`config.mk`:
```
export PLATFORM = sky130hd
export DESIGN_NAME = cook_timer_flat
export DESIGN_NICKNAME = d
export VERILOG_FILES = /design/src/rtl/cook_timer_pkg.sv /design/src/rtl/cook_timer_if.sv /design/src/rtl/cook_timer_tick_gen.sv /design/src/rtl/cook_timer.sv /design/src/flat_wrapper.sv
export SDC_FILE = /design/constraint.sdc
export NUM_CORES = 1
export LEC_CHECK = 0
export ABC_AREA = 1
export CORE_MARGIN = 10
export CORE_UTILIZATION = 40
export DETAILED_ROUTE_END_ITERATION = 10
export PLACE_DENSITY = 0.64
export SYNTH_ARGS = -nofsm -noshare
export SYNTH_HDL_FRONTEND = slang
export SYNTH_SLANG_ARGS = --single-unit
```
`constraint.sdc`:
```
create_clock -name clk -period 2.2 [get_ports clk]
set_input_delay 0.44 -clock clk [delete_from_list [all_inputs] [get_ports clk]]
set_output_delay 0.44 -clock clk [all_outputs]
set_load 0.03 [all_outputs]
```
`src/rtl/cook_timer_pkg.sv`:
```
// Shared types and constants for the cook timer.
package cook_timer_pkg;

  // Timer state; encodings are fixed so the display/blink logic can decode them.
  typedef enum logic [1:0] {
    StIdle = 2'd0,
    StSet  = 2'd1,
    StRun  = 2'd2,
    StDone = 2'd3
  } state_e;

  localparam logic [3:0] BcdMax      = 4'd9;
  localparam logic [3:0] SecTensWrap = 4'd5;

endpackage

```
`src/rtl/cook_timer_if.sv`:
```
// Keypad/control-stage/display signal bundle for the cook timer.
interface cook_timer_if;
  logic       clearn;
  logic       key_valid;
  logic [3:0] key_digit;
  logic       mag_on;
  logic       timer_done;
  logic [3:0] min_tens;
  logic [3:0] min_ones;
  logic [3:0] sec_tens;
  logic [3:0] sec_ones;

  modport master (
    output clearn, key_valid, key_digit, mag_on,
    input  timer_done, min_tens, min_ones, sec_tens, sec_ones
  );

  modport slave (
    input  clearn, key_valid, key_digit, mag_on,
    output timer_done, min_tens, min_ones, sec_tens, sec_ones
  );
endinterface

```
`src/rtl/cook_timer_tick_gen.sv`:
```
// Prescaler with enable and sync clear; emits a one-cycle tick on wrap.
module cook_timer_tick_gen #(
  parameter int unsigned TICK_DIV = 1000,
  parameter int unsigned CNT_W    = 10
) (
  input  logic clk,
  input  logic resetn,
  input  logic en_i,
  input  logic clr_i,
  output logic tick_o
);

  localparam logic [CNT_W-1:0] TermCnt = CNT_W'(TICK_DIV - 1);

  logic [CNT_W-1:0] cnt_q, cnt_d;

  // Tick fires on the same edge the counter wraps.
  always_comb begin
    tick_o = en_i && (cnt_q == TermCnt);
    cnt_d  = cnt_q;
    if (clr_i) begin
      cnt_d = '0;
    end else if (en_i) begin
      cnt_d = tick_o ? '0 : cnt_q + CNT_W'(1);
    end
  end

  // Counter register, synchronous active-low reset.
  always_ff @(posedge clk) begin
    if (!resetn) cnt_q <= '0;
    else         cnt_q <= cnt_d;
  end

endmodule

```
`src/rtl/cook_timer.sv`:
```
// MM:SS cook timer: BCD keypad entry, 1 Hz countdown gated by mag_on.
module cook_timer
  import cook_timer_pkg::*;
#(
  parameter int unsigned TICK_DIV = 1000,
  parameter int unsigned CNT_W    = 10
) (
  input logic         clk,
  input logic         resetn,
  cook_timer_if.slave bus
);

  state_e     state_q, state_d;
  logic [3:0] mt_q, mo_q, st_q, so_q;
  logic [3:0] mt_d, mo_d, st_d, so_d;
  logic [3:0] dec_mt, dec_mo, dec_st, dec_so;
  logic       key_acc, run_en, tick, pre_clr, dec_zero;

  assign key_acc = bus.clearn && bus.key_valid && !bus.mag_on && (bus.key_digit <= BcdMax);
  // Counting happens on every mag_on cycle of a loaded timer, including the SET->RUN edge.
  assign run_en  = bus.clearn && bus.mag_on && ((state_q == StSet) || (state_q == StRun));
  assign pre_clr = !bus.clearn || key_acc;

  cook_timer_tick_gen #(
    .TICK_DIV (TICK_DIV),
    .CNT_W    (CNT_W)
  ) u_tick_gen (
    .clk    (clk),
    .resetn (resetn),
    .en_i   (run_en),
    .clr_i  (pre_clr),
    .tick_o (tick)
  );

  // One-second BCD decrement; seconds tens above 5 count down naturally.
  always_comb begin
    dec_mt = mt_q;
    dec_mo = mo_q;
    dec_st = st_q;
    dec_so = so_q;
    if (so_q != 4'd0) begin
      dec_so = so_q - 4'd1;
    end else begin
      dec_so = BcdMax;
      if (st_q != 4'd0) begin
        dec_st = st_q - 4'd1;
      end else begin
        dec_st = SecTensWrap;
        if (mo_q != 4'd0) begin
          dec_mo = mo_q - 4'd1;
        end else begin
          dec_mo = BcdMax;
          dec_mt = mt_q - 4'd1;
        end
      end
    end
    dec_zero = ({dec_mt, dec_mo, dec_st, dec_so} == 16'd0);
  end

  // Next state: clear > key entry > countdown > pause/resume.
  always_comb begin
    state_d = state_q;
    mt_d    = mt_q;
    mo_d    = mo_q;
    st_d    = st_q;
    so_d    = so_q;
    if (!bus.clearn) begin
      state_d = StIdle;
      {mt_d, mo_d, st_d, so_d} = '0;
    end else if (key_acc) begin
      {mt_d, mo_d, st_d, so_d} = {mo_q, st_q, so_q, bus.key_digit};
      state_d = ({mo_q, st_q, so_q, bus.key_digit} != 16'd0) ? StSet : StIdle;
    end else if (tick) begin
      {mt_d, mo_d, st_d, so_d} = {dec_mt, dec_mo, dec_st, dec_so};
      state_d = dec_zero ? StDone : StRun;
    end else if ((state_q == StSet) || (state_q == StRun)) begin
      state_d = bus.mag_on ? StRun : StSet;
    end
  end

  // State and digit registers, synchronous active-low reset.
  always_ff @(posedge clk) begin
    if (!resetn) begin
      state_q <= StIdle;
      mt_q    <= '0;
      mo_q    <= '0;
      st_q    <= '0;
      so_q    <= '0;
    end else begin
      state_q <= state_d;
      mt_q    <= mt_d;
      mo_q    <= mo_d;
      st_q    <= st_d;
      so_q    <= so_d;
    end
  end

  // Done is a pure decode of the displayed digits.
  always_comb begin
    bus.min_tens   = mt_q;
    bus.min_ones   = mo_q;
    bus.sec_tens   = st_q;
    bus.sec_ones   = so_q;
    bus.timer_done = ({mt_q, mo_q, st_q, so_q} == 16'd0);
  end

endmodule

```
`src/flat_wrapper.sv`:
```
// flat-port wrapper written by rule: the top's interface ports become plain ports
module cook_timer_flat import cook_timer_pkg::*;
#(
  parameter int unsigned TICK_DIV = 1000,
  parameter int unsigned CNT_W    = 10
)
  (clk, resetn, bus_clearn, bus_key_valid, bus_key_digit, bus_mag_on, bus_timer_done, bus_min_tens, bus_min_ones, bus_sec_tens, bus_sec_ones);
  cook_timer_if bus_i ();
  input logic clk;
  input logic resetn;
  input wire logic [$bits(bus_i.clearn)-1:0] bus_clearn;
  input wire logic [$bits(bus_i.key_valid)-1:0] bus_key_valid;
  input wire logic [$bits(bus_i.key_digit)-1:0] bus_key_digit;
  input wire logic [$bits(bus_i.mag_on)-1:0] bus_mag_on;
  output wire logic [$bits(bus_i.timer_done)-1:0] bus_timer_done;
  output wire logic [$bits(bus_i.min_tens)-1:0] bus_min_tens;
  output wire logic [$bits(bus_i.min_ones)-1:0] bus_min_ones;
  output wire logic [$bits(bus_i.sec_tens)-1:0] bus_sec_tens;
  output wire logic [$bits(bus_i.sec_ones)-1:0] bus_sec_ones;
  assign bus_i.clearn = bus_clearn;
  assign bus_i.key_valid = bus_key_valid;
  assign bus_i.key_digit = bus_key_digit;
  assign bus_i.mag_on = bus_mag_on;
  assign bus_timer_done = bus_i.timer_done;
  assign bus_min_tens = bus_i.min_tens;
  assign bus_min_ones = bus_i.min_ones;
  assign bus_sec_tens = bus_i.sec_tens;
  assign bus_sec_ones = bus_i.sec_ones;
  cook_timer #(.TICK_DIV(TICK_DIV), .CNT_W(CNT_W)) u_core (.clk(clk), .resetn(resetn), .bus(bus_i));
endmodule
```
After elaboration in Yosys (flattened, before gate mapping)
Cells that the tools add are included. Widths: inputs -> output; s select.

RAM bits: 0. Memories kept: 0. Flip-flop bits (word level): 28. Bits in read-only memories: 0. Output and inout bits: 17. Input port bits: 9. Latch bits: 0.

Magnitude comparators: 1. Equal/unequal tests: 3. $mul: 0. Div/mod/pow operators: 0. Reduce and logical (&&, ||, !) cells: 20. Multiplexer cells: 24. Shift-type cells: 0. Bitwise operators: 1. Add/subtract/negate cells: 5.

Operator list (count): $mux 4 (17); $logic_not 16->1 (2); $reduce_bool 16->1 (1); $sub 4x1->4 const B (4); $reduce_bool 4->1 (3); $add 10x1->10 const B (1); $eq 10x10->1 const B (1); $mux 10 (1); $mux 2 (4); $logic_and 1x1->1 (6); $le 4x4->1 const B (1); $reduce_bool 3->1 (1); $eq 2x1->1 const B (1); $eq 2x2->1 const B (1); $logic_not 1->1 (2); $logic_or 1x1->1 (2); $mux 1 (2); $reduce_and 2->1 (1); $reduce_bool 2->1 (1); $reduce_or 2->1 (1); $not 1->1 (1).

Longest topological paths before layout
Depth in word-level cells: 8. Mapped depth: 14.

By module
From an unflattened synthesis, not the netlist that was laid out.

Cells, all modules: 261. Area total of the unflattened synthesis: 1745.4 um2.

By module, submodules not included: cook_timer (area an instance 1223.7 um2, cells each 193, times used 1); cook_timer_tick_gen (area an instance 521.8 um2, cells each 68, times used 1).

Worst setup path after synthesis
No wires, ideal clock.

Path kind: register to output. From: reg u_core.so_q[0], in the netlist u_core.bus.sec_ones[0]. To: out bus_timer_done. Cell stages (with the launch flop): 6. Required time: 1.760 ns. Path buffers: 0. Slack: 0.396 ns. Arrival: 1.364 ns. Cells stage by stage: dfxtp_1 > nor2_4 > nand2_4 > nor2_4 > nand2_1 > nor2_1.

Longest elaborated chain between the ends: 1.

Ends and longest elaborated chain: start: declaration (RTL line cook_timer.sv:14) `logic [3:0] mt_q, mo_q, st_q, so_q;`; start signal: assignment (RTL line cook_timer.sv:88) `so_q <= '0;`; start signal: assignment (RTL line cook_timer.sv:94) `so_q <= so_d;`; $logic_not 16->1 (RTL line cook_timer.sv:104) `bus.timer_done = ({mt_q, mo_q, st_q, so_q} == 16'd0);`; end: declaration (RTL line flat_wrapper.sv:15) `output wire logic [$bits(bus_i.timer_done)-1:0] bus_timer_done;`.

Every way passes these cells.

Final worst setup path
From: reg u_core.st_q[0], in the netlist u_core.bus.sec_tens[0]. To: out bus_timer_done.

Longest elaborated chain between the ends: 1.

Ends and longest elaborated chain: start: declaration (RTL line cook_timer.sv:14); start signal: assignment (RTL line cook_timer.sv:93) `st_q <= st_d;`; $logic_not 16->1 (RTL line cook_timer.sv:104).

Every way passes these cells.

==> reports/metrics.cfg <==
[setup_path]
path_class=flop to output pin
r2r_start=u_core.bus.sec_tens[0]
crit_chain=nor2_2 -> nand2_4 -> nor2_4 -> nand2_1 -> nor2_1 -> buf_4
path_delay_family=simple AND/OR/NAND/NOR gates
path_buf_inv=1
required_ps=1760
cp-startpoint=u_core.bus.sec_tens[0]
slowest_delay_ps=380
arrival_ps=1530
start_kind=flop
end_kind=output pin
cp_max_fo=6
crit_slowest_cell=dfxtp_1

[cells_and_area]
nets=306
diodes=0
drive_above_1_share=0.140
utilization=0.526
syn2layout_area_growth_pct=24.4
fin_cells=343

[clock_network]
htree_levels=1
post_cts_resized=0
clkLatencyLatePin_ps=280
cts.clk_slew.worst_paths_ps=100
clk_path_buf_depth=2
tritoncts=done
cts.sinks=28
holdBufCountCts=0
cts_setup_buffers=0
cts-root-buf=clkbuf_8
cts_buffers=3

[logic_synthesis]
syn-cell-area_mm2=0.00174
yosys_register_bits=28
synthTopCellsByCount=52 x nand2_1, 37 x inv_1, 29 x nor2_1, 28 x dfxtp_1, 17 x a21oi_1
synth_top_area_frac=0.322
post_synth_inst_count=259
synth.area.top_cells=dfxtp_1 32%, nand2_1 11%, inv_1 8.0%
syn_nets=271
syn_area_per_cell_um2=6.72
synth_ff_type=dfxtp_1
seq_area_frac_synth=0.322
yosys.cell_count.top_type=nand2_1
ys_types=35
synth-edff-count=0
synthArstFlopShare=0
yosysWarnings=0
yosysTopAreaCell=dfxtp_1

[routing]
dr.pass1.iters=4
drc=0
drt_iter0_markers=62
ant_nets=0
num_vias=1730
totalWireLength_mm=4.35
wl_per_cell_um=12.7
viasPerCell=5.04

[floorplan]
core_mm2=0.00412
initial_utilization=0.423
dieArea_mm2=0.00739
io_pins=26
fp.dieH_um=86.0
die_w_um=86.0
fp-row-count=23

[hold_path]
hp-class=flop to flop
min_from=u_core.u_tick_gen.cnt_q[6]

[global_routing]
grt_remaining_overflow=0
grt_usage=0.119
grt_max_degree=17
grt_pass1_wl_mm=7.41
grt_pass1_vias=1620
grt_antenna_before_repair=0

[timing]
max_clock_freq_mhz=507
whs_ps=522
tightest_slew_ps=377
min_period_ps=1970
fin_tns_setup_ps=0
rsz0062_at_grt=false
setup_viol_count_final=0
fin_skew_ps=5.91
fin_crit_sh=0.896
relSlewSlack=0.749
hold_violations=0
final-max-slew-violation-count=0

[placement]
numPortBuffers=25
dp_cells=339
hpwlAfterDp_mm=3.41
globalplace.congestion=0.867

[pwr]
power_density_mw_per_mm2=478
p_leak_nw=0.915
irDropWorstVdd_v=0.000208

[job]
maxCapViolations=0

[outcome]
status=finished clean

==> per-layer routing <==
layer	vias to the layer above	share of wire	GRT usage
met5	-	0	0
met4	0	0.011	0.0359
met3	5	0.064	0.0341
met2	33	0.46	0.191
met1	781	0.46	0.149
li1	911	-	-
==> logic make-up after synthesis <==
family / synth area share
buffers and inverters: 0.105
AO/OA/AOI/OAI: 0.175
AND/OR/NAND/NOR: 0.367
adder cells (fa/ha/maj): 0.0216
flip-flops: 0.322
XOR/XNOR: 0.0101
==> sequential cells by signal, summed over array words and instances (netlist names) <==
signal	cells
u_core.bus.sec_tens	4
u_core.bus.min_ones	4
u_core.state_q	2
u_core.u_tick_gen.cnt_q	10
u_core.bus.sec_ones	4
u_core.bus.min_tens	4
==> placed cells by master, fill, tap and decap left out, types with 4 or more instances in the layout <==
master and instances:
nor2_4 5, o22ai_1 6, nand3_1 16, a22oi_1 4
dfxtp_1 28, nor2_2 6, nand2_1 52, a21oi_1 17
nor2_1 29, buf_4 11, nor3_1 8, inv_1 37
o21ai_0 10, clkdlybuf4s50_1 24, nand2_2 4
==> where the power goes <==
group	leakage [nW]	switching, W	total (W)	internal (W)
registers	0.226	0.00000274	0.000511	0.000508
logic	0.653	0.0000665	0.000113	0.0000469
clock network	0.0357	0.000166	0.000410	0.000244
==> layout make-up <==
class / instances / area (um2)
Clock inverter: 1 / 30.0
Inverter: 40 / 150
Tap cell: 50 / 62.6
Clock buffer: 3 / 41.3
Sequential cell: 28 / 561
Multi-Input combinational cell: 186 / 997
Fill cell: 439 / 1950
Timing Repair Buffer: 35 / 323
==> metrics by stage <==
step           power [W]  setup WS [ps]  cell area [um2]
2_1_floorplan   0.000593            396             1740
3_3_place_gp    0.000637           11.6             2090
3_5_place_dp    0.000636          0.722             2090
4_1_cts          0.00104            216             2160
5_1_grt          0.00108           75.9             2160
6_report         0.00103            228             2160
==> tightest hold or removal path, stage by stage, from the launching register on <==
cell     delay (ps)
dfxtp_1         350
inv_1            80
a21oi_1          60
==> worst paths after layout <==
check / end / slack (ps) / cells past startpoint
worst max-delay path: bus_timer_done / 230 / 6
worst min register to register: u_core.u_tick_gen.cnt_q[6] / 520 / 2
worst min-delay path: u_core.u_tick_gen.cnt_q[6] / 520 / 2
worst max register to register: u_core.state_q[0] / 450 / 12
(Power assumes the default switching activity.)
